===== src/rtl/sram_ctrl_pkg.sv =====
// Shared types and defaults for the SRAM-backed data-memory responder.
// Used by sram_mem_responder (optional SRAM_READ_BUFFER_EN) and sram_wait_counter.
package sram_ctrl_pkg;

    typedef enum logic [1:0] {IDLE, LO, HI, DONE} state_t;
    typedef enum logic {OP_RD, OP_WR} op_t;

    localparam int DEF_BASE_ADDR   = 1024;
    localparam int DEF_WAIT_CYCLES = 4;
    localparam int DEF_SRAM_AW     = 18;
    // Wide enough for WAIT_CYCLES+1 (the write high-phase address guard).
    localparam int CNT_W           = 5;

endpackage


===== src/rtl/sram_wait_counter.sv =====
// Wait-state down-counter: reloads on phase entry, counts while enabled.
// Latency: last is a combinational decode of the registered count (count==1).
// Backpressure: none; the owning FSM decides when to load and enable.
module sram_wait_counter
    import sram_ctrl_pkg::*;
(
    input  logic             clk,
    input  logic             rst,
    input  logic             load,
    input  logic [CNT_W-1:0] load_val,
    input  logic             en,
    output logic             last
);

    logic [CNT_W-1:0] cnt;

    always_ff @(posedge clk or negedge rst) begin
        if (!rst) begin
            cnt <= '0;
        end else if (load) begin
            cnt <= load_val;
        end else if (en && cnt != '0) begin
            cnt <= cnt - 1'b1;
        end
    end

    assign last = (cnt == CNT_W'(1));

endmodule


===== src/rtl/sram_mem_responder.sv =====
// MEM-stage data-memory responder: 32-bit word as two 16-bit async-SRAM accesses.
// Latency: read 2*WAIT_CYCLES+1, write 2*WAIT_CYCLES+2 (buffer hit: 1 with SRAM_READ_BUFFER_EN).
// Backpressure: ready drops while a request is in flight; requester holds inputs until ready=1.
module sram_mem_responder
    import sram_ctrl_pkg::*;
#(
    parameter int BASE_ADDR   = DEF_BASE_ADDR,
    parameter int SRAM_AW     = DEF_SRAM_AW,
    parameter int WAIT_CYCLES = DEF_WAIT_CYCLES
) (
    input  logic               clk,
    input  logic               rst,
    input  logic               MEM_R_EN,
    input  logic               MEM_W_EN,
    input  logic [31:0]        Address,
    input  logic [31:0]        ST_val,
    output logic [31:0]        MEM_read_value,
    output logic               ready,
    output logic [SRAM_AW-1:0] sram_addr,
    output logic [15:0]        sram_wdata,
    input  logic [15:0]        sram_rdata,
    output logic               sram_we_n
);

    localparam int WW = SRAM_AW - 1;

    state_t           state;
    op_t              op;
    logic [WW-1:0]    word_q;
    logic [15:0]      st_hi_q;
    logic [WW-1:0]    word_in;
    logic             req;
    logic             hit;
    logic [31:0]      hit_dat;
    logic             cnt_last;
    logic             cnt_load;
    logic [CNT_W-1:0] cnt_val;

    // Below-base addresses wrap modulo the SRAM word space.
    assign word_in = WW'((Address - 32'(BASE_ADDR)) >> 2);
    assign req     = MEM_R_EN | MEM_W_EN;
    assign ready   = (state == IDLE && !req) || (state == DONE);

    assign cnt_load = (state == IDLE && req && !hit) || (state == LO && cnt_last);
    // High write phase spends one extra cycle with we_n high while the address settles.
    assign cnt_val  = (state == LO && op == OP_WR) ? CNT_W'(WAIT_CYCLES + 1) : CNT_W'(WAIT_CYCLES);

    sram_wait_counter u_wait (
        .clk      (clk),
        .rst      (rst),
        .load     (cnt_load),
        .load_val (cnt_val),
        .en       (state == LO || state == HI),
        .last     (cnt_last)
    );

`ifdef SRAM_READ_BUFFER_EN
    logic          buf_vld;
    logic [WW-1:0] buf_tag;
    logic [31:0]   buf_dat;

    assign hit     = MEM_R_EN && !MEM_W_EN && buf_vld && (buf_tag == word_in);
    assign hit_dat = buf_dat;

    always_ff @(posedge clk or negedge rst) begin
        if (!rst) begin
            buf_vld <= 1'b0;
            buf_tag <= '0;
            buf_dat <= '0;
        end else if (state == IDLE && MEM_W_EN && buf_vld && buf_tag == word_in) begin
            buf_dat <= ST_val;
        end else if (state == HI && cnt_last && op == OP_RD) begin
            buf_vld <= 1'b1;
            buf_tag <= word_q;
            buf_dat <= {sram_rdata, MEM_read_value[15:0]};
        end
    end
`else
    assign hit     = 1'b0;
    assign hit_dat = '0;
`endif

    always_ff @(posedge clk or negedge rst) begin
        if (!rst) begin
            state          <= IDLE;
            op             <= OP_RD;
            word_q         <= '0;
            st_hi_q        <= '0;
            MEM_read_value <= '0;
            sram_addr      <= '0;
            sram_wdata     <= '0;
            sram_we_n      <= 1'b1;
        end else begin
            case (state)
                IDLE: if (req) begin
                    op      <= MEM_W_EN ? OP_WR : OP_RD;
                    word_q  <= word_in;
                    st_hi_q <= ST_val[31:16];
                    if (hit) begin
                        state          <= DONE;
                        MEM_read_value <= hit_dat;
                    end else begin
                        state      <= LO;
                        sram_addr  <= {word_in, 1'b0};
                        sram_wdata <= ST_val[15:0];
                        sram_we_n  <= !MEM_W_EN;
                    end
                end
                LO: if (cnt_last) begin
                    state      <= HI;
                    sram_addr  <= {word_q, 1'b1};
                    sram_wdata <= st_hi_q;
                    sram_we_n  <= 1'b1;
                    if (op == OP_RD) MEM_read_value[15:0] <= sram_rdata;
                end
                HI: if (cnt_last) begin
                    state     <= DONE;
                    sram_we_n <= 1'b1;
                    if (op == OP_RD) MEM_read_value[31:16] <= sram_rdata;
                end else if (op == OP_WR) begin
                    sram_we_n <= 1'b0;
                end
                default: state <= IDLE;
            endcase
        end
    end

endmodule


===== config.mk =====
export PLATFORM = sky130hd
export DESIGN_NAME = sram_mem_responder
export DESIGN_NICKNAME = d
export VERILOG_FILES = /design/src/rtl/sram_ctrl_pkg.sv /design/src/rtl/sram_wait_counter.sv /design/src/rtl/sram_mem_responder.sv
export SDC_FILE = /design/constraint.sdc
export NUM_CORES = 1
export LEC_CHECK = 0
export CAP_MARGIN = 40
export CORE_AREA = 2 2 104 106
export DETAILED_ROUTE_END_ITERATION = 16
export DIE_AREA = 0 0 106 108
export HOLD_SLACK_MARGIN = 0.02
export PLACE_DENSITY_LB_ADDON = 0.08
export SLEW_MARGIN = 20
export SYNTH_ARGS = -nofsm -noshare
export SYNTH_HDL_FRONTEND = slang
export SYNTH_SLANG_ARGS = --single-unit

===== constraint.sdc =====
create_clock -name clk -period 2.3 [get_ports clk]
set_input_delay 0.46 -clock clk [delete_from_list [all_inputs] [get_ports clk]]
set_output_delay 0.46 -clock clk [all_outputs]
set_load 0.02 [all_outputs]

=== Word level (Yosys, flattened, before mapping) ===
Cells that the tools add are included.

* Bits of input ports: 84
* Word-level logic and storage cells: 62
* Register bits: 108

* Eq/ne operators: 8
* Reductions and logical operators: 21
* Mux-type cells: 19
* Add/sub/neg operators: 2
* Bitwise logic cells: 2

{| class="wikitable"
|+ Operators by type and width
! operator !! count
|-
| $mux W18 || 2
|-
| $pmux W18 S2 || 1
|-
| $mux W16 || 2
|-
| $pmux W16 S2 || 1
|-
| $sub A19 B11 Y19 const B || 1
|-
| $reduce_and A3 Y1 || 4
|-
| $mux W5 || 2
|-
| $mux W1 || 6
|-
| $mux W2 || 3
|-
| $ne A2 B2 Y1 const B || 3
|-
| $pmux W2 S3 || 1
|-
| $eq A5 B1 Y1 const B || 1
|-
| $logic_and A1 B1 Y1 || 5
|-
| $reduce_bool A5 Y1 || 1
|-
| $sub A5 B1 Y5 const B || 1
|-
| $eq A2 B2 Y1 const B || 2
|-
| $reduce_and A4 Y1 || 1
|-
| $reduce_bool A2 Y1 || 2
|-
| $logic_or A1 B1 Y1 || 3
|-
| $ne A3 B3 Y1 const B || 1
|-
| $pmux W1 S3 || 1
|-
| $reduce_bool A3 Y1 || 1
|-
| $eq A2 B1 Y1 const B || 1
|-
| $logic_not A1 Y1 || 2
|-
| other kinds (4) || 4
|}

=== Logic depth before layout (Yosys ltp) ===
Gate-level depths: netlist of run 1.

* Word-level depth: 5
* Depth in mapped cells: 9

=== By module ===
Synthesis of run 1 repeated with hierarchy kept, for this count alone.

* Cells, all modules: 388
* Area total of the unflattened synthesis: 4734.5 um^2

{| class="wikitable"
|+ By module, submodules not included
! module !! area an instance (um^2) !! cells an instance !! instances
|-
| sram_mem_responder || 4400.5 || 353 || 1
|-
| sram_wait_counter || 334.1 || 35 || 1
|}

=== Least setup slack after synthesis of run 1 ===
No wires, ideal clock.

* Kind: reg2reg
* Start: register u_wait.cnt[1]
* End: register sram_addr[10]
* Path buffers: 3
* Data arrival time: 1860 ps
* Stages on the path, launching flop included: 10
* Setup slack: 316 ps
* Cells stage by stage: dfrtp_1 > inv_1 > ha_1 > or4b_1 > buf_2 > a211o_1 > buf_6 > buf_6 > nand2_1 > o21ai_1

* Word-level cells in the longest chain between the ends: 3

{| class="wikitable"
|+ RTL lines
! element !! line !! text
|-
| start: declaration || sram_wait_counter.sv:15 || <nowiki>logic [CNT_W-1:0] cnt;</nowiki>
|-
| start signal: assignment || sram_wait_counter.sv:21 || <nowiki>cnt <= load_val;</nowiki>
|-
| start signal: assignment || sram_wait_counter.sv:23 || <nowiki>cnt <= cnt - 1'b1;</nowiki>
|-
| $eq A5 B1 Y1 || sram_wait_counter.sv:27 || <nowiki>assign last = (cnt == CNT_W'(1));</nowiki>
|-
| $ne A2 B2 Y1 (no source line) || n/a ||
|-
| $reduce_and A3 Y1 (no source line) || n/a ||
|-
| end signal: assignment || sram_mem_responder.sv:104 || <nowiki>sram_addr <= {word_in, 1'b0};</nowiki>
|-
| end signal: assignment || sram_mem_responder.sv:111 || <nowiki>sram_addr <= {word_q, 1'b1};</nowiki>
|-
| end: declaration || sram_mem_responder.sv:19 || <nowiki>output logic [SRAM_AW-1:0] sram_addr,</nowiki>
|}

Every way passes these cells.
A chain may end at the register's enable or synchronous reset.

=== Final worst setup path of run 1 ===
* Start: register state[0]
* End: output ready

* Word-level cells in the longest chain between the ends: 3
* Elaborated cells on any way between the ends: 4
* Classes of those cells: eq/ne: 1; reduce/logical: 3

{| class="wikitable"
|+ RTL lines
! element !! line !! text
|-
| start: declaration || sram_mem_responder.sv:27 || <nowiki>state_t state;</nowiki>
|-
| start signal: assignment || sram_mem_responder.sv:85 || <nowiki>state <= IDLE;</nowiki>
|-
| start signal: assignment || sram_mem_responder.sv:100 || <nowiki>state <= DONE;</nowiki>
|-
| start signal: assignment || sram_mem_responder.sv:103 || <nowiki>state <= LO;</nowiki>
|-
| $logic_not A2 Y1 || sram_mem_responder.sv:42 || <nowiki>assign ready = (state == IDLE && !req) || (state == DONE);</nowiki>
|-
| $logic_and A1 B1 Y1 || sram_mem_responder.sv:42 ||
|-
| $logic_or A1 B1 Y1 * || sram_mem_responder.sv:42 ||
|-
| end: declaration || sram_mem_responder.sv:18 || <nowiki>output logic ready,</nowiki>
|}

Mark *: on every way between the ends. The rest lies on a longest branch, timed or not.

==> out/qor.csv, run 1 <==
metric,value,unit
outcome,"complete, no violations",
r2r_end,MEM_read_value[14]$_DFFE_PN0P_,
min_path_type,in -> async,
syn2layout_area_growth,38.0,%
first_global_vias,3440,
crit_slowest_cell,dfrtp_1,
startpoint_type,flip-flop,
synth_warnings,0,
clock-skew-final,0.0139,ns
cp-end-kind,primary output,
hold_viol,0,
insertion_delay,0.36,ns
synth_top_area_share,57.1,%
worst-path-stages,5,
slew_headroom,67.2,%
routedWlPerCell,14.6,um
grt_busiest_layer,met2,
slowest_delay,0.36,ns
drtPass1Iterations,4,
place_congestion,0.784,
cts_buffer_depth,2,
synthFlopType,dfrtp_1,
ant_nets,0,
rows,37,
cp_num_buf_inv,2,
nets,618,
clk_pin_slew_worst_paths,0.11,ns
nFillCells,847,
async_flop_share,100,%
synth-edff-count,0,
htreeDepth,3,
multi_input_area,1870,um^2
synthDistinctLibCells,36,
post-route-util,63.3,%
place_hpwl,6970,um
cpLargestDelayFamily,simple AND/OR/NAND/NOR gates,
cts_buffers,9,
rsz0062_at_grt,false,
grt_start_max_net_pins,59,
r2r_slack,0.22,ns
final-seq-area,2700,um^2
cts_sinks,108,
fp.dieH,108,um
p_leak,2.72,nW
cts_setup_buffers,0,
avgSynthCellArea,12.3,um^2
grt_pass1_wl,16300,um
timing.hold.ws,0.0529,ns
synth-seq-cells,108,
pwr_density_cell,1450,nW/um^2
use_met2,29.7,%
coreArea,10200,um^2
cp.required,1.84,ns
layout-drive-gt1-share,19.6,%
cts_hold_buf,0,
peakVddDrop,0.602,mV
reg2reg_from,u_wait.cnt[1]$_DFFE_PN0P_,
die_w,106,um
drt-total-wl,9740,um
met1_usage,22.9,%
grtUsageTotal,18.1,%
gr-usage-met3,5.06,%
vias,3318,
drt_iter0_markers,128,
io_buffers,136,
synth_top_area_cell,dfrtp_1,
cts_tree,built,
fmax,0.457,GHz
period_share,95.2,%
n_antenna_cell,0,
worstSetupPathType,reg -> out,
drcViolationCount,0,
syn-cell-area,4690,um^2
die_area,11400,um^2
viasPerCell,4.98,
crit_arrival,1.73,ns
synth.area.top_cells,"dfrtp_1, mux2_2, mux2i_1, nand2_1, o21ai_0",
finalSetupViolCount,0,
fin_tns_setup,0,ns
worstMarginPinSlew,0.485,ns
final-max-slew-violation-count,0,
grt_overflow,0,
ioPinCount,152,
power.total,9.36,mW
path_cells,inv_1 -> ha_1 -> nor3b_2 -> or2_2 -> clkdlybuf4s15_1,
r2r_cells,6,
antenna_found_initial,0,
crit_fanout,2,
clockRootBuffer,clkbuf_8,
synth_cells,383,
initial_utilization,45.9,%
period_minus_slack,2.19,ns
cap_violations,0,
syn-num-nets,475,
ys_seq_area_share,57.6,%
-- registers in the layout, summed over array words and instances, names as in the netlist --
signal,count
sram_we_n,1
MEM_read_value,32
state,2
op,1
sram_addr,18
u_wait.cnt,5
sram_wdata,16
st_hi_q,16
word_q,17
-- cell usage after synthesis, types with 2 or more instances --
| cell type | number |
|---|---|
| buf_6 | 5 |
| nor4_1 | 2 |
| o21ai_1 | 20 |
| xnor2_1 | 6 |
| nand2_1 | 51 |
| a21oi_1 | 6 |
| nor3b_1 | 3 |
| inv_1 | 8 |
| mux2i_1 | 25 |
| o211ai_1 | 4 |
| ha_1 | 8 |
| nor3_1 | 2 |
| nand3_1 | 6 |
| nor2_1 | 12 |
| mux2_2 | 61 |
| xor2_1 | 3 |
| dfrtp_1 | 107 |
| a211oi_1 | 2 |
| o21ai_0 | 23 |
| buf_2 | 4 |
| clkbuf_1 | 9 |
| nand2_2 | 2 |
-- power by group --
group,leakage (nW),switching [mW],internal (mW)
combinational,1.33,2.40,2.43
sequential,1.29,0.494,2.87
clock,0.0963,0.658,0.510
total,2.72,3.56,5.81
-- layout by cell type, fill, tap and decap left out, drive strengths merged, types with 2 or more instances in the layout --
cell type	instances
buf	16
nor3	2
xnor2	6
a21oi	6
nand2	53
mux2i	25
mux2	61
nand3	6
clkbuf	9
clkdlybuf4s50	134
o21ai	43
inv	10
nor3b	3
nor2	13
o211ai	4
or4b	2
xor2	3
dfrtp	107
clkinv	2
ha	8
nor4	2
a211oi	3
-- layout make-up --
type                            instances  share of cell area, %
Clock inverter                          6                   1.12
Inverter                                8                  0.464
Multi-Input combinational cell        248                   28.8
Timing Repair Buffer                  151                   23.3
Tap cell                              136                   2.63
Clock buffer                            9                   1.91
Sequential cell                       108                   41.8
-- what timing repair did --
item	CTS	global route
cloned	0	0
resized for setup	2	2
setup endpoints to repair	1	32
-- worst register-to-register path, delay by kind of cell (launching register included) --
family / cells / cell delay, ns
and+or+nand+nor: 3 / 0.94
muxes: 1 / 0.37
adders and majority gates: 1 / 0.17
buffers and inverters: 1 / 0.09
DFF: 1 / 0.40
-- cell families after synthesis --
group / synth area share [%]
DFF: 57.6
xor gates and xnor gates: 1.68
and+or+nand+nor: 8.16
buffers and inverters: 3.09
AOI/OAI and AO/OA: 7.33
muxes: 20.0
adders and majority gates: 2.13
-- per-layer routing --
layer | share of wire (%) | vias to the layer above
li1 | - | 1606
met1 | 43 | 1585
met2 | 48 | 114
met3 | 7.4 | 13
met4 | 1.6 | 0
met5 | 0 | -
-- stage by stage --
step / setup WS (ns) / instance area (um^2) / instances
after CTS: 0.0592 / 6470 / 666
after global placement: -0.158 / 6270 / 651
final: 0.111 / 6480 / 666
after global routing: 0.0138 / 6480 / 666
after detailed placement: -0.150 / 6270 / 651
after floorplan: 0.316 / 4690 / 383
-- how the worst max path moves through the flow --
stage	start	endpoint	slack [ns]
3_3_place_gp	MEM_W_EN	ready	-0.16
2_1_floorplan	u_wait.cnt[1]$_DFFE_PN0P_	sram_addr[10]$_DFFE_PN0P_	0.32
3_5_place_dp	MEM_W_EN	ready	-0.15
4_1_cts	state[0]$_DFFE_PN0P_	ready	0.06
6_report	state[0]$_DFFE_PN0P_	ready	0.11
5_1_grt	state[0]$_DFFE_PN0P_	ready	0.01
No activity file was read; power rests on OpenSTA's default activity.
==> inputs of run 2 (changes only) <==
Settings changed: CORE_AREA 2 2 104 106 to 2 2 96 98, DIE_AREA 0 0 106 108 to 0 0 98 100, DONT_BUFFER_PORTS from default to 1.
==> run 2 against run 1 <==
Net effect: the flow now finishes with violations (hold timing); final cell count down 25%; via count is 16% lower; routed wire length is 13% lower; critical path depth down 1; clock skew decreased by 0.0025 ns; first-iteration DRC count is 42% lower; critical endpoint unchanged; worst hold slack worse by 0.27 ns; sequential power grew 24%; clock power is 9% higher; die area is 14% lower.
==> out/qor.csv, run 2 (synthesized netlist as in run 1, its figures left out) <==
metric,value,unit,change
nets,477,,-23%
place_hpwl,5850,um,-16%
drt-total-wl,8490,um,-13%
final-max-slew-violation-count,0,,unchanged
min_path_type,in -> async,,
r2r_slack,0.17,ns,-0.05 ns
path_cells,inv_1 -> ha_2 -> nor3b_2 -> or2_2,,
insertion_delay,0.36,ns,about the same
ioPinCount,152,,unchanged
worstMarginPinSlew,0.582,ns,+0.0972 ns
cp-end-kind,primary output,,
clockRootBuffer,clkbuf_8,,
cts_setup_buffers,0,,unchanged
antenna_found_initial,0,,unchanged
initial_utilization,52.8,%,+6.9 points
regMostFlops,MEM_read_value,,
stdcell_count,500,,-25%
coreArea,8890,um^2,-13%
cts_buffers,9,,unchanged
drtPass1Iterations,4,,unchanged
ant_nets,0,,unchanged
finalSetupViolCount,0,,unchanged
layout-drive-gt1-share,25.4,%,+5.8 points
startpoint_type,flip-flop,,
placed_cells,485,,-25%
cts_sinks,108,,unchanged
fmax,0.467,GHz,+2.3%
fin_tns_setup,0,ns,unchanged
place_ws,0.0409,ns,+0.191 ns
final_common_cell,dfrtp_1,,
cap_violations,0,,unchanged
rsz0062_at_grt,false,,
clk_pin_slew_worst_paths,0.10,ns,about the same
worstSetupPathType,reg -> out,,
crit_fanout,6,,+4
n_antenna_cell,0,,unchanged
drcViolationCount,0,,unchanged
post-route-util,56.8,%,-6.5 points
violations,hold timing,,
syn2layout_area_growth,7.63,%,
period_share,93.0,%,-2.1 points
place_congestion,0.754,,-3.8%
io_buffers,0,,-100%
slew_headroom,61.0,%,-6.2 points
grt_start_max_net_pins,109,,+85%
cp.required,1.84,ns,about the same
reg_top3,"MEM_read_value (32), sram_addr (18), word_q (17)",,
reg2reg_from,u_wait.cnt[1]$_DFFE_PN0P_,,
largest_reg_flops,32,,unchanged
peakVddDrop,0.663,mV,+10%
grt_pass1_wl,13700,um,-16%
p_leak,2.17,nW,-20%
grtUsageTotal,17.6,%,-0.40 points
die_w,98,um,-7.5%
die_area,9800,um^2,-14%
cts_tree,built,,
clock-skew-final,0.0114,ns,-0.00248 ns
crit_slowest_cell,dfrtp_1,,
viasPerCell,5.55,,+11%
fp.dieH,100,um,-7.4%
vias,2776,,-16%
routedWlPerCell,17.0,um,+16%
crit_arrival,1.68,ns,-0.05 ns
grt_overflow,0,,unchanged
crit_start,state[0]$_DFFE_PN0P_,,
pwr_density_cell,1610,nW/um^2,+12%
final_cell_mix,"dfrtp_1, mux2_2, nand2_1",,
first_global_vias,2771,,-19%
outcome,"complete, but fails checks",,
htreeDepth,3,,unchanged
drt_iter0_markers,74,,-42%
hold_viol,108,,+108
period_minus_slack,2.14,ns,-0.0492 ns
cts_buffer_depth,2,,unchanged
fin_ws,0.161,ns,+0.0492 ns
slowest_delay,0.44,ns,+0.08 ns
timing.hold.ws,-0.220,ns,-0.273 ns
rows,35,,-5.4%
-- run 2: changes by cell type in the layout (fill, tap and decap cells not counted), sizes merged --
cell           delta
clkdlybuf4s50   -134
buf               -6
bufinv            +1
clkdlybuf4s15     -1
clkinv            -1
-- run 2: per-stage QoR --
| stage | power (mW) | hold slack, ns | area [um^2] |
|---|---|---|---|
| floorplan | 6.31 | 0.164 | 4690 |
| global placement | 6.85 | 0.168 | 4820 |
| detailed placement | 6.96 | 0.167 | 4820 |
| CTS | 8.24 | -0.244 | 5040 |
| global route | 8.73 | -0.259 | 5050 |
| finish | 8.14 | -0.220 | 5050 |
-- run 2: final cells by class --
type	instances	area, um^2
inverter	8	30.0
clock inverter	6	96.3
multi-input combinational	248	1870
sequential	108	2700
clock buffer	9	124
tap	111	139
fill	727	3840
timing repair buffer	10	87.6
-- run 2: path summary, 6_finish.rpt --
check	to	cells past startpoint
max	ready	4
min in group clk	word_q[8]$_DFFE_PN0P_	1
min	MEM_read_value[1]$_DFFE_PN0P_	0
max in group asynchronous	sram_we_n$_DFFE_PN1P_	0
max reg2reg	sram_wdata[5]$_DFFE_PN0P_	7
min reg2reg	word_q[16]$_DFFE_PN0P_	2
-- run 2: layer usage --
layer,routed length [um],track usage (%)
met3,963,7.94
met1,3490,21.4
met2,3910,27.9
met5,0,0
met4,132,6.94
-- run 2: repair_timing --
action | CTS | global route
pin swaps | 0 | 0
endpoints found under the hold margin | 108 | 108
gates resized for setup | 1 | 2
setup endpoints to repair | 1 | 37
-- run 2: power by group --
group / leakage (nW) / total [mW] / internal, mW / switching [mW]
combinational: 0.764 / 2.68 / 1.35 / 1.32
clock: 0.108 / 1.28 / 0.621 / 0.661
sequential: 1.29 / 4.18 / 2.86 / 1.32
-- run 2: worst max-delay path: cells and delay by family (launching register included) --
| family | cells | cell delay, ns |
|---|---|---|
| fa+ha+maj | 1 | 0.26 |
| flops | 1 | 0.44 |
| simple gates | 2 | 0.51 |
| buf+inv | 1 | 0.11 |
